`src/rtl/fifo_rd_ctrl.sv`:
```
// Read-side controller of an asynchronous FIFO: write-pointer synchronizer,
// read pointer and empty/count flags, and a one-entry registered
// first-word-fall-through output stage with a valid/ready handshake.
module fifo_rd_ctrl #(
    parameter int unsigned DATA_SIZE = 4,
    parameter int unsigned ADDR_SIZE = 4
) (
    input  logic                 rd_clk,
    input  logic                 rd_rst_n,
    input  logic [ADDR_SIZE:0]   wr_ptr_gray,
    output logic [ADDR_SIZE-1:0] rd_addr,
    input  logic [DATA_SIZE-1:0] mem_rd_data,
    output logic [ADDR_SIZE:0]   rd_ptr_gray,
    output logic                 rd_empty,
    output logic [ADDR_SIZE:0]   rd_count,
    output logic [DATA_SIZE-1:0] rd_data,
    output logic                 rd_valid,
    input  logic                 rd_ready
);

    localparam int unsigned PW = ADDR_SIZE + 1;

    logic [PW-1:0] wq1;
    logic [PW-1:0] wq2;
    logic [PW-1:0] rbin;
    logic [PW-1:0] rgray;
    logic [PW-1:0] rbin_next;
    logic [PW-1:0] rgray_next;
    logic [PW-1:0] wbin;
    logic          fetch;

    assign rd_addr     = rbin[ADDR_SIZE-1:0];
    assign rd_ptr_gray = rgray;

    // Fetch decision, next read pointer and binary form of the synced write pointer
    always_comb begin
        fetch      = !rd_empty && (!rd_valid || rd_ready);
        rbin_next  = rbin + PW'(fetch);
        rgray_next = rbin_next ^ (rbin_next >> 1);
        wbin       = '0;
        for (int unsigned i = 0; i < PW; i++) begin
            wbin[i] = ^(wq2 >> i);
        end
    end

    // Two-flop synchronizer for the write-domain Gray pointer
    always_ff @(posedge rd_clk or negedge rd_rst_n) begin
        if (!rd_rst_n) begin
            wq1 <= '0;
            wq2 <= '0;
        end else begin
            wq1 <= wr_ptr_gray;
            wq2 <= wq1;
        end
    end

    // Read pointer, empty flag and occupancy count
    always_ff @(posedge rd_clk or negedge rd_rst_n) begin
        if (!rd_rst_n) begin
            rbin     <= '0;
            rgray    <= '0;
            rd_empty <= 1'b1;
            rd_count <= '0;
        end else begin
            rbin     <= rbin_next;
            rgray    <= rgray_next;
            rd_empty <= (rgray_next == wq2);
            rd_count <= wbin - rbin_next;
        end
    end

    // Output stage: load on fetch, drop valid on an accept with nothing to refill
    always_ff @(posedge rd_clk or negedge rd_rst_n) begin
        if (!rd_rst_n) begin
            rd_data  <= '0;
            rd_valid <= 1'b0;
        end else if (fetch) begin
            rd_data  <= mem_rd_data;
            rd_valid <= 1'b1;
        end else if (rd_valid && rd_ready) begin
            rd_valid <= 1'b0;
        end
    end

endmodule

```
`config.mk`:
```
export PLATFORM = sky130hd
export DESIGN_NAME = fifo_rd_ctrl
export DESIGN_NICKNAME = d
export VERILOG_FILES = /design/src/rtl/fifo_rd_ctrl.sv
export SDC_FILE = /design/constraint.sdc
export NUM_CORES = 1
export LEC_CHECK = 0
export CAP_MARGIN = 20
export CORE_MARGIN = 8
export CORE_UTILIZATION = 45
export DETAILED_ROUTE_END_ITERATION = 6
export GPL_TIMING_DRIVEN = 0
export PLACE_DENSITY = 0.73
export SKIP_LAST_GASP = 1
export SLEW_MARGIN = 30
export SYNTH_ARGS = -nofsm -noshare
export SYNTH_HDL_FRONTEND = slang
export SYNTH_SLANG_ARGS = --single-unit
```
`constraint.sdc`:
```
create_clock -name rd_clk -period 6.29 [get_ports rd_clk]
set_input_delay 0.9435 -clock rd_clk [delete_from_list [all_inputs] [get_ports rd_clk]]
set_output_delay 0.9435 -clock rd_clk [all_outputs]
set_load 0.02 [all_outputs]
```
==> metrics.csv, run 1 <==
stage,metric,value,unit
route,vias,781,
die,io_pins,32,
yosys,synth_top_cell_by_area,dfrtp_1,
cells_and_area,layout.nets,145,
critical_path,crit_type,input port to flop,
placement,gp_congestion,0.711,
global_route,grt_antenna_before_repair,0,
critical_path,worstRegToRegCells,10,
yosys,synth.area.top_cells,"dfrtp_1 (58%), xnor2_1 (9.8%), ha_1 (5.0%)",
yosys,ys_seq_area_share,60.3,%
global_route,grt_max_degree,31,
timing,slew_headroom,57.6,%
timing,fmax,280,MHz
timing,drv_slew,0,
critical_path,path_delay_family,adder cells,
timing,finalCriticalPeriod,3.57,ns
cts,clkLatencyLatePin,0.31,ns
cts,post-cts-setup-buffers,0,
timing,finClkSkew,0.00341,ns
route,first_iter_violations,9,
yosys,synth_edf_count,0,
yosys,synth_nets,107,
cts,cts_resized,0,
timing,tightestPinTransition,0.637,ns
placement,dp_hpwl,1.72,mm
timing,timing.final.crit_share,56.8,%
cells_and_area,nFillCells,215,
critical_path,cp.depth,10,
worst_hold_path,whs_path_depth,0,
placement,place_area,1590,µm²
yosys,synth_flop_cell,dfrtp_1,
cts,root_buffer,clkbuf_4,
critical_path,cp_max_fo,6,
cts,clk_pin_slew,0.09,ns
status,outcome,"finished, final reports clean",
critical_path,critPathSlowestCell,clkdlybuf4s50_1,
flow_run,maxCapViolCount,0,
critical_path,cp.required,6.49,ns
cts,clockBufferDepth,2,
yosys,syn_area,1250,µm²
critical_path,critPathLaunchType,input port,
die,initial_core_util,46.4,%
global_route,top_usage_layer,met2,
timing,finalSetupViolCount,0,
global_route,grt_pass1_vias,859,
timing,hold_ws,0.353,ns
yosys,syn_inst,89,
die,row_count,19,
pwr,irDropWorstVdd,0.000322,V
worst_hold_path,worstHoldPathType,flop to flop,
global_route,overflow,0,
cells_and_area,syn2layout_area_growth,32.4,%
yosys,synth.distinct_cells,24,
cells_and_area,antenna_cells,0,
cts,cts.sinks,30,
route,drt_first_pass_iters,5,
cts,ctsHtreeMaxLevel,2,
cts,ctsHoldBuffers,0,
critical_path,slowest_delay,0.47,ns
die,die_h,68.6,µm
placement,place.port_buffers,31,
yosys,yosys_warnings,0,
pwr,powerDensity,562,nW/µm²
cts,numCtsBuffers,5,
critical_path,worstPathCellList,"clkdlybuf4s50_1, inv_1, a21oi_1, ha_1, ha_1, xnor2_1, ha_1, a21oi_1, maj3_1, xnor2_1",
route,drt_wl_total,2.27,mm
yosys,synth_seq_cells,30,
critical_path,worst_path_most_repeated_cell,ha_1,
critical_path,crit_arrival,3.77,ns
timing,hold_viol_final,0,
critical_path,worstPathBufferInverterCount,2,
global_route,use_met2,18.0,%
cells_and_area,drive_gt1_share,10.9,%
route,ant_nets,0,
route,post_drt_wl_per_cell,14.3,µm
cts,cts_tree,done,
pwr,fin_total_pwr,927,µW
route,viasPerCell,4.91,
timing,fin_tns_setup,0,ns
die,die_area,4710,µm²
yosys,synthArstFlopShare,100,%
die,coreArea,2690,µm²
global_route,grt_pass1_wl,3.69,mm
global_route,grt_util_met3,4.04,%
pwr,p_leak,0.722,nW
timing,grt_setup_unrepaired,no,
cells_and_area,final_cell_area,1650,µm²
global_route,grt_usage,10.6,%
critical_path,end_kind,flop,
route,drc,0,
die,die_w,68.6,µm
yosys,syn_avg_cell_area,14.0,µm²
yosys,yosysTopAreaCellShare,58.2,%
global_route,grt_use_met1,11.1,%
metal layers:
metal / up-vias / share of wire [%]
li1: 371 / -
met1: 383 / 37
met2: 22 / 54
met3: 5 / 7.1
met4: 0 / 1.8
met5: - / 0
state kept, by name (all words and copies together) (netlist names):
signal and flops:
rd_count 5, wq1 5, rd_data 4, rd_empty 1
rd_ptr_gray 4, rd_valid 1, rbin 5, wq2 5
area by class of cell:
type	instances	area (µm²)	area share (%)
flip-flops and latches	30	752	45.6
multi-input cells	53	472	28.6
repair buffers	31	305	18.5
clock buffers	7	55.1	3.34
well taps	31	38.8	2.35
inverters	6	22.5	1.36
clock inverters	1	5.00	0.303
path summary, 6_finish.rpt:
check | from | slack (ns) | end
min in group asynchronous | rd_rst_n | 0.64 | rd_count[0]
max | rd_ready | 2.72 | rd_count[4]
min reg2reg | wq1[2] | 0.35 | wq2[2]
max reg2reg | wq2[3] | 3.45 | rd_count[4]
min | wq1[2] | 0.35 | wq2[2]
max in group asynchronous | rd_rst_n | 5.23 | rd_data[1]
worst register-to-register path: stages (launching register included):
cell and delay (ns):
dfrtp_1 0.41, xnor2_1 0.39, xnor2_1 0.24, xor2_1 0.42
xnor2_1 0.18, ha_1 0.16, inv_1 0.07, fa_1 0.41
a21oi_1 0.19, maj3_1 0.20, xnor2_1 0.11
logic make-up after synthesis:
kind of cell / after synthesis / synth area share [%]
adders and majority gates: 7 / 7.43
and+or+nand+nor: 8 / 3.51
DFF: 30 / 60.3
muxes: 5 / 4.42
AOI/OAI and AO/OA: 11 / 5.92
xor gates and xnor gates: 22 / 16.6
buffers and inverters: 6 / 1.81
where the power goes:
part / switching (mW) / internal (mW) / total [mW] / leakage, nW
clock network: 0.0596 / 0.0541 / 0.114 / 0.0353
registers: 0.0416 / 0.262 / 0.303 / 0.346
logic: 0.260 / 0.250 / 0.510 / 0.340
total: 0.361 / 0.566 / 0.927 / 0.722
through the flow:
stage | setup slack, ns | util, % | cells
floorplan | 3.25 | - | 89
global placement | 2.47 | 59.4 | 151
detailed placement | 2.41 | 59.2 | 151
CTS | 2.70 | 61.4 | 159
global route | 2.55 | 61.4 | 159
finish | 2.72 | 61.4 | 159
cells in the mapped netlist, types with 2 or more instances:
master / count
dfrtp_1: 29
a21oi_1: 3
mux2_2: 4
nor2_1: 2
ha_1: 5
a21boi_0: 2
xor2_1: 7
nand3_1: 2
inv_1: 6
xnor2_1: 14
o21ai_0: 2
cell usage in the layout, fill, tap and decap left out, types with 2 or more instances in the layout:
| cell | n |
|---|---|
| a21oi_1 | 3 |
| mux2_2 | 4 |
| nor2_1 | 2 |
| inv_1 | 6 |
| nand3_1 | 2 |
| a21boi_0 | 2 |
| clkdlybuf4s50_1 | 30 |
| clkbuf_4 | 5 |
| ha_1 | 5 |
| o21ai_0 | 2 |
| xor2_1 | 7 |
| dfrtp_1 | 29 |
| xnor2_1 | 14 |
(Power assumes the default switching activity.)
==> run 2: changes to the inputs <==
CORE_UTILIZATION = 43   (was 45)
clock period = 3.05 ns   (was 6.29 ns; I/O delays follow)
==> metrics.csv, run 2 (same netlist as run 1, synthesis figures left out) <==
stage,metric,value,unit
timing,finalSetupViolCount,0,
status,outcome,"finished, final reports clean",
global_route,grt_usage,9.99,%
timing,fmax,349,MHz
timing,grt_setup_unrepaired,no,
critical_path,slowest_delay,0.47,ns
critical_path,end_kind,flop,
critical_path,cp_max_fo,6,
cts,clockBufferDepth,2,
placement,dp_hpwl,1.70,mm
global_route,overflow,0,
worst_hold_path,worstHoldPathType,input port to asynchronous set/reset pin,
cells_and_area,antenna_cells,0,
timing,tightestPinTransition,0.631,ns
critical_path,worstPathCellList,"clkdlybuf4s50_1, inv_1, a21oi_2, ha_2, ha_1, xnor2_1, ha_1, a21oi_1, maj3_1, xnor2_1",
placement,gp_congestion,0.806,
critical_path,critPathSlowestCell,clkdlybuf4s50_1,
cells_and_area,final_cells,159,
route,viasPerCell,4.81,
cts,clkLatencyLatePin,0.30,ns
timing,hold_viol_final,0,
die,die_w,69.8,µm
cts,post-cts-setup-buffers,0,
critical_path,path_delay_family,adder cells,
placement,dpl_worst_slack,-0.377,ns
critical_path,worstRegToRegCells,10,
cts,cts.sinks,30,
critical_path,crit_type,input port to flop,
timing,finalCriticalPeriod,2.86,ns
placement,place.port_buffers,31,
critical_path,reg2reg_slack,0.35,ns
cts,ctsHtreeMaxLevel,2,
route,drt_first_pass_iters,4,
cells_and_area,layout.nets,145,
pwr,fin_total_pwr,1.88,mW
critical_path,worstPathBufferInverterCount,2,
die,io_pins,32,
cells_and_area,multi_input_area,478,µm²
die,coreArea,2760,µm²
timing,setup_ws,0.186,ns
timing,hold_ws,0.162,ns
cells_and_area,regArea,752,µm²
die,initial_core_util,45.2,%
route,vias,765,
die,row_count,19,
timing,timing.final.crit_share,93.9,%
global_route,grt_antenna_before_repair,0,
timing,slew_headroom,57.9,%
route,post_drt_wl_per_cell,13.5,µm
cells_and_area,final_cell_area,1650,µm²
cts,cts_tree,done,
cells_and_area,final_common_cell,clkdlybuf4s50_1,
cts,root_buffer,clkbuf_4,
global_route,grt_pass1_wl,3.91,mm
cells_and_area,syn2layout_area_growth,32.0,%
route,drt_wl_total,2.15,mm
critical_path,crit_arrival,3.05,ns
cts,numCtsBuffers,5,
route,drc,0,
cells_and_area,most-common-layout-cells,"clkdlybuf4s50_1 (30), dfrtp_1 (29), xnor2_1 (14), xor2_1 (7), inv_1 (6)",
placement,place_area,1590,µm²
die,die_h,69.8,µm
route,first_iter_violations,11,
flow_run,maxCapViolCount,0,
global_route,grt_max_degree,31,
cts,clk_pin_slew,0.09,ns
critical_path,crit-reg2reg-launch,wq2[3],
pwr,p_leak,0.712,nW
cells_and_area,nFillCells,219,
route,ant_nets,0,
pwr,irDropWorstVdd,0.000715,V
timing,finClkSkew,0.00562,ns
timing,drv_slew,0,
die,die_area,4880,µm²
critical_path,reg2reg_to,rd_count[4],
placement,placed_cells,151,
timing,fin_tns_setup,0,ns
critical_path,critPathLaunchType,input port,
critical_path,cp.required,3.23,ns
pwr,powerDensity,1140,nW/µm²
global_route,grt_pass1_vias,854,
cells_and_area,utilization,59.7,%
cells_and_area,drive_gt1_share,10.9,%
==> run 2: routing by layer <==
| metal | vias to the layer above | wire length, µm | track usage (%) |
|---|---|---|---|
| li1 | 371 | - | - |
| met1 | 373 | 897 | 10.2 |
| met2 | 19 | 1110 | 16.8 |
| met3 | 2 | 110 | 4.01 |
| met4 | 0 | 34 | 6.03 |
| met5 | - | 0 | 0 |
==> run 2: area by class of cell <==
class                   instances  area share [%]
repair buffers                 31            18.6
flip-flops and latches         30            45.7
inverters                       6            1.37
well taps                      31            2.36
clock buffers                   8            2.97
multi-input cells              53            29.0
==> run 2: how the worst max path moves through the flow <==
stage,from,endpoint,cells after the start
finish,rd_ready,rd_count[4],10
global route,rd_ready,rd_count[4],10
CTS,rd_ready,rd_count[4],10
detailed placement,rd_ready,rd_count[4],10
global placement,rd_ready,rd_count[4],10
floorplan,rd_ready,rd_count[4],9
==> run 2: timing repair <==
action	4_1_cts	5_1_grt
pin swaps	0	0
endpoints found under the setup margin	1	1
hold endpoints to repair	0	0
hold buffers	0	0
gates resized for setup	1	1
==> run 2: report_power, final <==
group	switching [mW]	leakage [nW]	internal, mW
combinational	0.528	0.339	0.518
sequential	0.0854	0.346	0.540
clock	0.118	0.0265	0.0918
total	0.732	0.712	1.15
==> run 3: changes to the inputs <==
ABC_AREA = 1   (was not set)
==> metrics.csv, run 3 <==
stage,metric,value,unit
die,coreArea,3000,µm²
yosys,synth_flop_cell,dfrtp_1,
cts,clk_pin_slew,0.09,ns
yosys,synth_most_common_cell,nand2_1,
timing,finalCriticalPeriod,2.81,ns
route,first_iter_violations,30,
die,initial_core_util,44.1,%
cts,ctsHtreeMaxLevel,2,
route,drt_first_pass_iters,4,
global_route,grt_usage,12.4,%
pwr,powerDensity,1100,nW/µm²
timing,grt_setup_unrepaired,no,
timing,hold_viol_final,0,
critical_path,crit_type,input port to flop,
route,vias,1045,
placement,place_area,1670,µm²
cts,ctsHoldBuffers,0,
cts,numCtsBuffers,5,
timing,drv_slew,0,
global_route,grt_pass1_wl,4.89,mm
route,viasPerCell,4.93,
cells_and_area,most-common-layout-cells,"nand2_1 (44), clkdlybuf4s50_1 (30), dfrtp_1 (29), inv_1 (16), nand3_1 (14)",
critical_path,worstRegToRegCells,11,
cts,cts_tree,done,
yosys,yosysTopAreaCellShare,54.8,%
placement,dp_hpwl,2.15,mm
pwr,irDropWorstVdd,0.000549,V
cells_and_area,nFillCells,269,
critical_path,crit-reg2reg-launch,rd_valid,
yosys,synth.distinct_cells,18,
route,ant_nets,0,
yosys,yosys_warnings,0,
yosys,syn_area,1330,µm²
die,die_h,71.5,µm
critical_path,cp.required,3.30,ns
pwr,p_leak,0.884,nW
critical_path,critPathLaunchType,input port,
cells_and_area,antenna_cells,0,
critical_path,worstPathCellList,"clkdlybuf4s50_1, inv_1, a21oi_2, ha_1, ha_1, inv_1, nand2_2, nand2_4, ha_1, nand2_1, nor2_1, a211oi_1, xor2_1",
placement,gp_congestion,0.779,
global_route,grt_max_degree,31,
die,die_area,5110,µm²
placement,dpl_worst_slack,-0.218,ns
die,row_count,20,
cts,clockBufferDepth,2,
yosys,synth_nets,158,
yosys,synthMuxAreaShare,0,%
yosys,synth.area.top_cells,"dfrtp_1 (55%), nand2_1 (12%), nand3_1 (5.3%)",
cells_and_area,layout.nets,196,
global_route,grt_pass1_vias,1130,
die,io_pins,32,
yosys,syn_inst,140,
route,post_drt_wl_per_cell,12.9,µm
route,drc,0,
cells_and_area,final_common_cell,nand2_1,
cts,post-cts-setup-buffers,0,
yosys,synth_top_family_by_area,simple AND/OR/NAND/NOR gates,
yosys,ys_top_cells_by_count,"nand2_1 (44), dfrtp_1 (29), inv_1 (16)",
timing,finalSetupViolCount,0,
yosys,synth_seq_cells,30,
cts,cts.sinks,30,
placement,place.port_buffers,31,
yosys,synth_top_cell_by_area,dfrtp_1,
critical_path,reg2reg_to,rd_count[3],
cts,cts_resized,0,
yosys,synth_edf_count,0,
yosys,ys_seq_area_share,56.8,%
global_route,overflow,0,
timing,finClkSkew,0.00451,ns
critical_path,reg2reg_slack,0.47,ns
yosys,synth-compound-area-share,1.32,%
status,outcome,"finished, final reports clean",
timing,tightestPinTransition,0.634,ns
timing,slew_headroom,57.7,%
critical_path,end_kind,flop,
cells_and_area,drive_gt1_share,13.4,%
worst_hold_path,worstHoldPathType,input port to asynchronous set/reset pin,
yosys,syn_avg_cell_area,9.46,µm²
critical_path,cp_max_fo,6,
cells_and_area,final_cell_area,1750,µm²
critical_path,crit_arrival,3.05,ns
timing,setup_ws,0.245,ns
cells_and_area,syn2layout_area_growth,32.4,%
timing,fmax,356,MHz
cts,clkLatencyLatePin,0.32,ns
die,die_w,71.5,µm
critical_path,slowest_delay,0.46,ns
critical_path,worst_path_most_repeated_cell,ha_1,
route,drt_wl_total,2.74,mm
yosys,synthArstFlopShare,100,%
yosys,yosys.area_share.simple,26.7,%
flow_run,maxCapViolCount,0,
yosys,synth-xor-area-share,3.87,%
critical_path,critPathSlowestCell,clkdlybuf4s50_1,
global_route,grt_antenna_before_repair,0,
cts,root_buffer,clkbuf_4,
timing,timing.final.crit_share,92.0,%
yosys,synth_adder_area_share,6.23,%
## run 3: kinds of logic (layout without fill, tap and decap cells)
| family | Yosys count | in the layout |
|---|---|---|
| compound gates | 3 | 3 |
| xor+xnor | 5 | 5 |
| fa+ha+maj | 6 | 6 |
| buf+inv | 18 | 57 |
| flops | 30 | 30 |
| simple gates | 78 | 78 |
## run 3: routing by layer
metal | GRT usage (%) | share of wire, %
met5 | 0 | 0
met4 | 7.48 | 3.2
met3 | 6.00 | 7.8
met2 | 20.2 | 47
met1 | 12.5 | 42
## run 3: worst max-delay path: cells and delay by family
family | cells | cell delay, ns
AO/OA/AOI/OAI | 2 | 0.58
XOR/XNOR | 1 | 0.19
adder cells (fa/ha/maj) | 3 | 0.91
buffers and inverters | 3 | 0.59
AND/OR/NAND/NOR | 4 | 0.31
## run 3: how the worst max path moves through the flow
stage	to	slack, ns	start
2_1_floorplan	rd_count[3]	0.71	rd_valid
3_3_place_gp	rd_count[3]	-0.03	rd_ready
3_5_place_dp	rd_count[3]	-0.22	rd_ready
4_1_cts	rd_count[3]	0.07	rd_ready
5_1_grt	rd_count[3]	0.11	rd_ready
6_report	rd_count[3]	0.24	rd_ready
## run 3: area by class of cell
| cell class | count | area (µm²) | share of cell area, % |
|---|---|---|---|
| Tap cell | 33 | 41.3 | 2.35 |
| Inverter | 18 | 67.6 | 3.85 |
| Timing Repair Buffer | 31 | 305 | 17.4 |
| Sequential cell | 30 | 752 | 42.9 |
| Multi-Input combinational cell | 92 | 509 | 29.0 |
| Clock buffer | 8 | 78.8 | 4.49 |
## run 3: where the power goes
| group | switching (mW) | internal, mW |
|---|---|---|
| Clock | 0.129 | 0.157 |
| Combinational | 0.609 | 0.424 |
| Sequential | 0.0770 | 0.530 |
## run 3: through the flow
| step | util (%) | std cells | hold WS [ns] | power [mW] | setup TNS [ns] |
|---|---|---|---|---|---|
| global placement | 55.8 | 204 | 0.332 | 1.61 | -0.0324 |
| detailed placement | 55.7 | 204 | 0.338 | 1.65 | -0.295 |
| CTS | 58.3 | 212 | 0.160 | 1.95 | 0 |
| floorplan | - | 140 | 0.162 | 1.26 | 0 |
| global route | 58.4 | 212 | 0.173 | 2.09 | 0 |
| finish | 58.4 | 212 | 0.143 | 1.93 | 0 |
